<file path="src/rtl/pipe_stage_skid.sv">
// Fetch-to-decode pipeline stage with valid/ready handshake and an optional 2-entry skid buffer.
// All state updates on the falling clock edge. A saturating counter tracks backpressure cycles.
module pipe_stage_skid #(
    parameter int                 NB_DATA   = 32,
    parameter int                 NB_ADDR   = 32,
    parameter logic [NB_DATA-1:0] NOP_INSTR = '0,
    parameter int                 SKID_EN   = 1,
    parameter int                 NB_CNT    = 16
) (
    input  logic               clock_i,
    input  logic               reset_n_i,
    input  logic               enable_pipe_i,
    input  logic               flush_i,
    input  logic               valid_i,
    output logic               ready_o,
    input  logic [NB_ADDR-1:0] pc_i,
    input  logic [NB_DATA-1:0] instruction_i,
    output logic               valid_o,
    input  logic               ready_i,
    output logic [NB_ADDR-1:0] pc_o,
    output logic [NB_DATA-1:0] instruction_o,
    output logic [NB_CNT-1:0]  stall_count_o
);

    typedef enum logic [1:0] {
        ST_EMPTY = 2'd0,
        ST_FULL  = 2'd1,
        ST_SKID  = 2'd2
    } state_t;

    function automatic logic [NB_CNT-1:0] sat_inc(input logic [NB_CNT-1:0] v);
        return (&v) ? v : v + NB_CNT'(1);
    endfunction

    state_t             state_p0, state_nxt;
    logic [NB_ADDR-1:0] main_pc_p0, main_pc_nxt;
    logic [NB_DATA-1:0] main_instr_p0, main_instr_nxt;
    logic [NB_ADDR-1:0] skid_pc_p0, skid_pc_nxt;
    logic [NB_DATA-1:0] skid_instr_p0, skid_instr_nxt;
    logic [NB_CNT-1:0]  stall_cnt_p0, stall_cnt_nxt;
    logic               vld_p0;
    logic               in_xfer;
    logic               out_xfer;

    assign vld_p0        = (state_p0 != ST_EMPTY);
    assign valid_o       = vld_p0;
    assign pc_o          = main_pc_p0;
    assign instruction_o = main_instr_p0;
    assign stall_count_o = stall_cnt_p0;

    // Without the skid entry, acceptance must look through to the downstream ready.
    always_comb begin
        if (SKID_EN != 0) begin
            ready_o = enable_pipe_i & ~flush_i & (state_p0 != ST_SKID);
        end else begin
            ready_o = enable_pipe_i & ~flush_i & (~vld_p0 | ready_i);
        end
    end

    assign in_xfer  = valid_i & ready_o;
    assign out_xfer = vld_p0 & ready_i & enable_pipe_i;

    always_comb begin
        state_nxt      = state_p0;
        main_pc_nxt    = main_pc_p0;
        main_instr_nxt = main_instr_p0;
        skid_pc_nxt    = skid_pc_p0;
        skid_instr_nxt = skid_instr_p0;
        stall_cnt_nxt  = stall_cnt_p0;

        if (vld_p0 && !ready_i && enable_pipe_i) begin
            stall_cnt_nxt = sat_inc(stall_cnt_p0);
        end

        if (flush_i) begin
            state_nxt      = ST_EMPTY;
            main_pc_nxt    = '0;
            main_instr_nxt = NOP_INSTR;
            skid_pc_nxt    = '0;
            skid_instr_nxt = NOP_INSTR;
        end else if (enable_pipe_i) begin
            case (state_p0)
                ST_EMPTY: begin
                    if (in_xfer) begin
                        main_pc_nxt    = pc_i;
                        main_instr_nxt = instruction_i;
                        state_nxt      = ST_FULL;
                    end
                end
                ST_FULL: begin
                    if (in_xfer && out_xfer) begin
                        main_pc_nxt    = pc_i;
                        main_instr_nxt = instruction_i;
                    end else if (in_xfer && (SKID_EN != 0)) begin
                        skid_pc_nxt    = pc_i;
                        skid_instr_nxt = instruction_i;
                        state_nxt      = ST_SKID;
                    end else if (out_xfer) begin
                        main_pc_nxt    = '0;
                        main_instr_nxt = NOP_INSTR;
                        state_nxt      = ST_EMPTY;
                    end
                end
                ST_SKID: begin
                    if (out_xfer) begin
                        main_pc_nxt    = skid_pc_p0;
                        main_instr_nxt = skid_instr_p0;
                        skid_pc_nxt    = '0;
                        skid_instr_nxt = NOP_INSTR;
                        state_nxt      = ST_FULL;
                    end
                end
                default: begin
                    state_nxt = ST_EMPTY;
                end
            endcase
        end
    end

    // Stage boundary: main/skid entries and counter, falling edge
    always_ff @(negedge clock_i or negedge reset_n_i) begin
        if (!reset_n_i) begin
            state_p0      <= ST_EMPTY;
            main_pc_p0    <= '0;
            main_instr_p0 <= NOP_INSTR;
            skid_pc_p0    <= '0;
            skid_instr_p0 <= NOP_INSTR;
            stall_cnt_p0  <= '0;
        end else begin
            state_p0      <= state_nxt;
            main_pc_p0    <= main_pc_nxt;
            main_instr_p0 <= main_instr_nxt;
            skid_pc_p0    <= skid_pc_nxt;
            skid_instr_p0 <= skid_instr_nxt;
            stall_cnt_p0  <= stall_cnt_nxt;
        end
    end

endmodule

</file>
<file path="config.mk">
export PLATFORM = sky130hd
export DESIGN_NAME = pipe_stage_skid
export DESIGN_NICKNAME = d
export VERILOG_FILES = /design/src/rtl/pipe_stage_skid.sv
export SDC_FILE = /design/constraint.sdc
export NUM_CORES = 1
export LEC_CHECK = 0
export CAP_MARGIN = 20
export CORE_MARGIN = 5
export CORE_UTILIZATION = 51
export DETAILED_ROUTE_END_ITERATION = 12
export PLACE_DENSITY = 0.88
export SYNTH_ARGS = -nofsm -noshare
export SYNTH_HDL_FRONTEND = slang
export SYNTH_SLANG_ARGS = --single-unit
</file>
<file path="constraint.sdc">
create_clock -name clock_i -period 2.6 [get_ports clock_i]
set_input_delay 0.26 -clock clock_i [delete_from_list [all_inputs] [get_ports clock_i]]
set_output_delay 0.26 -clock clock_i [all_outputs]
set_load 0.005 [all_outputs]
</file>
# --- Yosys cells after proc, flatten, opt, wreduce, memory -nomap -nowiden ---
# Index checks and enable logic that the tools add are counted.
word_totals:
  mem_count: 0
  output_inout_bits: 82
  wordCells: 68
  inputBits: 70
  regBits: 146
  rom_bits: 0
  mem_bits_rw: 0
  latch_bits: 0
op_classes:
  shift: 0
  addsub: 1
  n_lt_le_gt_ge: 0
  reduce_logical: 14
  div: 0
  n_bitwise: 7
  eq_ne: 10
  n_mul: 0
  n_mux: 30
op_table:
  columns: ["operator", "n"]
  rows:
  - ["32-bit two-way mux", 18]
  - ["32-bit one-hot mux with 3 select lines", 2]
  - ["32-bit one-hot mux with 2 select lines", 2]
  - ["16-bit by 1-bit adder with 16-bit output (second input constant)", 1]
  - ["16-bit AND reduction", 1]
  - ["2-bit two-way mux", 7]
  - ["3-bit inequality test (second input constant)", 4]
  - ["4-bit inequality test (second input constant)", 3]
  - ["5-bit AND reduction", 2]
  - ["2-bit one-hot mux with 3 select lines", 1]
  - ["6-bit AND reduction", 1]
  - ["1-bit bitwise AND", 5]
  - ["2-bit nonzero test", 2]
  - ["4-bit nonzero test", 1]
  - ["1-bit logical AND", 3]
  - ["3-bit nonzero test", 1]
  - ["2-bit by 1-bit equality test with 1-bit output (second input constant)", 1]
  - ["2-bit equality test (second input constant)", 1]
  - ["2-bit zero test", 1]
  - ["2-bit inequality test (second input constant)", 1]
  - ["1-bit inverter", 2]
  - ["2-bit AND reduction", 1]
  - ["1-bit zero test", 1]

# --- Depth between registers and ports, before layout ---
logic_depth:
  ltp_word: 9
  depth_mapped: 8
  mapped_depth_nobuf: 6

==> impl_metrics.ini <==
[die]
die_area_mm2 = 0.0158
start_util_pct = 51.6
num_rows = 42
core_region_area_mm2 = 0.0132
die_w_um = 126
die_h_um = 126
io_pins = 152

[detailed_routing]
vias_per_cell = 6.40
drc = 0
firstDrtPassIters = 5
dr_total_vias = 6239
drt_wl_total_um = 23000
wl_per_cell_um = 23.6
drt_iter0_drc = 426
ant_nets = 0

[critical_path]
required_ns = 2.34
critical_path_class = reg2out
critical_path.max_fanout = 2
cp-end-kind = output pin
start_kind = flop
critPathArrivalTime_ns = 2.66
crit_path_start = state_p0[0]$_DFFE_NN0P_
crit_end = valid_o
r2r-end = instruction_o[20]$_DFFE_NN0P_
reg2reg_slack_ns = 0.17
reg2reg_depth = 6
rr_startpoint = state_p0[0]$_DFFE_NN0P_

[cts]
cts_root_buffer = clkbuf_16
clock-sinks = 146
htreeDepth = 4
postCtsHoldBufs = 0
cts.path.max_buffers = 2
clock_latency_ns = 0.41
cts_tree = done
cts_made_buffers = 17
clk_pin_slew_ns = 0.04

[synthesis]
synthMuxAreaShare_pct = 0.496
synth_top_area_cell = dfrtn_1
postSynthCellCount = 546
synth_area_mm2 = 0.00681
postSynthAreaPerCell_um2 = 12.5
synthSimpleGateAreaFrac_pct = 11.6
synth.area.top_cells = dfrtn_1 54%, a22o_1 8.2%, o2bb2ai_1 8.2%
ys_types = 47
synth-xor-area-share_pct = 1.41
synth.top_cell.area_share_pct = 53.6
ys_warn_count = 0
synthAdderAreaFrac_pct = 0.918
syn-num-nets = 621
synth_top_family_by_area = compound AO/OA/AOI/OAI gates
yosysSeqAreaShare_pct = 53.6
ys_ff_latch = 146
synth_compound_area_share_pct = 27.3

[final_layout]
drive_above_1_share_pct = 40.1
diodes = 0
nets = 862
design_area_mm2 = 0.0102
seqCellArea_mm2 = 0.00365
final_cells = 975
nFillCells = 768
most-common-layout-cells = 146 x dfrtn_1, 93 x buf_4, 65 x nor2b_1
area.growth.synth_to_final_pct = 49.7
multiInputGateArea_mm2 = 0.00340
final_common_cell = dfrtn_1

[global_route]
antenna_found_initial = 0
overflow = 0
grt_pass1_vias = 6425
grt_start_max_net_pins = 65
grt_pass1_wl_um = 34300
track_usage_pct = 27.0

[place]
placed_area_mm2 = 0.00912
dp_cells = 883
numPortBuffers = 151
dpl.hpwl_um = 13000
gp_congestion = 0.820
dp_slack_ns = -0.771

[timing]
rsz0062_at_grt = yes
slew_viol_final = 0
worst_slack_ns = -0.316
worst_pin_slew_ns = 1.26
relSlewSlack_pct = 16.1
hold_viol_final = 0
finalSetupViolations = 3
clock_skew_ns = 0.00505

[flow_run]
max_cap_violations = 0

[pwr]
p_leak_nw = 4.84
ir_worst_vdd_uv = 462
p_per_area_mw_per_mm2 = 594

[status]
violations = negative setup slack
status = complete, but fails checks

[worst_hold_path]
hp-class = reg2reg
[per-stage QoR]
step	hold slack, ns	power (mW)	TNS [ns]	utilization (%)
floorplan	0.426	2.94	-19.91	-
global placement	0.430	3.48	-92.52	69.2
detailed placement	0.434	3.51	-94.58	69.2
CTS	0.439	5.98	-0.534	75.7
global route	0.455	6.26	-0.865	77.3
finish	0.436	6.05	-0.637	77.3
[worst max-delay path: stages (launching register included)]
cell and delay, ns:
dfrtn_1 0.44, inv_2 0.08, buf_6 0.13, ha_4 0.16, inv_4 0.05, buf_6 0.08
[worst min path at each step]
stage | startpoint | to | slack, ns | cells past startpoint
after floorplan | skid_instr_p0[19]$_DFFE_NN0P_ | skid_instr_p0[19]$_DFFE_NN0P_ | 0.43 | 1
after global placement | instruction_o[20]$_DFFE_NN0P_ | instruction_o[20]$_DFFE_NN0P_ | 0.43 | 1
after detailed placement | pc_o[21]$_DFFE_NN0P_ | pc_o[21]$_DFFE_NN0P_ | 0.43 | 1
after CTS | pc_o[21]$_DFFE_NN0P_ | pc_o[21]$_DFFE_NN0P_ | 0.44 | 1
after global routing | pc_o[5]$_DFFE_NN0P_ | pc_o[5]$_DFFE_NN0P_ | 0.46 | 1
final | pc_o[8]$_DFFE_NN0P_ | pc_o[8]$_DFFE_NN0P_ | 0.44 | 1
[flip-flops by register name, indices dropped and copies added, names as in the netlist]
register and count:
skid_instr_p0 32, skid_pc_p0 32, state_p0 2, stall_count_o 16, instruction_o 32, pc_o 32
[kinds of logic after synthesis]
logic type	after synthesis
muxes	3
adders and majority gates	5
buffers and inverters	53
and+or+nand+nor	122
AOI/OAI and AO/OA	206
DFF	146
xor gates and xnor gates	11
[cell usage after synthesis, drive strengths merged]
| master | number |
|---|---|
| a2111oi | 1 |
| a211oi | 1 |
| a21oi | 5 |
| a221oi | 64 |
| a22o | 64 |
| a32o | 1 |
| and2 | 1 |
| and2b | 1 |
| and4 | 2 |
| buf | 27 |
| clkbuf | 19 |
| dfrtn | 146 |
| ha | 5 |
| inv | 7 |
| mux2 | 3 |
| nand2 | 6 |
| nand2b | 1 |
| nand3 | 8 |
| nand3b | 1 |
| nand4 | 5 |
| nand4bb | 1 |
| nor2 | 10 |
| nor2b | 67 |
| nor3 | 4 |
| nor3b | 2 |
| nor4 | 10 |
| o21a | 2 |
| o21ai | 1 |
| o21bai | 1 |
| o221ai | 1 |
| o2bb2ai | 64 |
| o32a | 1 |
| or2 | 1 |
| or3b | 1 |
| or4 | 1 |
| xnor2 | 2 |
| xor2 | 9 |
[layer usage]
metal / routed length (µm) / vias up / share of wire (%) / GRT usage [%]
met2: 11800 / 283 / 51 / 44.5
met3: 1250 / 86 / 5.4 / 6.35
met5: 0 / - / 0 / 0
met4: 974 / 0 / 4.2 / 13.2
li1: - / 2659 / - / -
met1: 8960 / 3211 / 39 / 33.6
[power by group]
group	switching (mW)	internal, mW	total [mW]
combinational	0.559	0.539	1.10
clock	0.969	1.50	2.47
sequential	0.0772	2.40	2.48
total	1.61	4.45	6.05
[repair_timing]
action | in CTS | in global routing
pin swaps | 8 | 10
setup endpoints to repair | 228 | 142
cloned | 2 | 5
gates resized for setup | 290 | 66
buffers inserted | 34 | 20
[final cells by class]
type                            instances  area share, %
Multi-Input combinational cell        348           33.4
Timing Repair Buffer                  267           22.6
Tap cell                              176           2.16
Inverter                                7          0.282
Sequential cell                       146           35.8
Clock inverter                          9           1.02
Clock buffer                           22           4.75
Note: power is estimated with default switching activity, not from simulation.
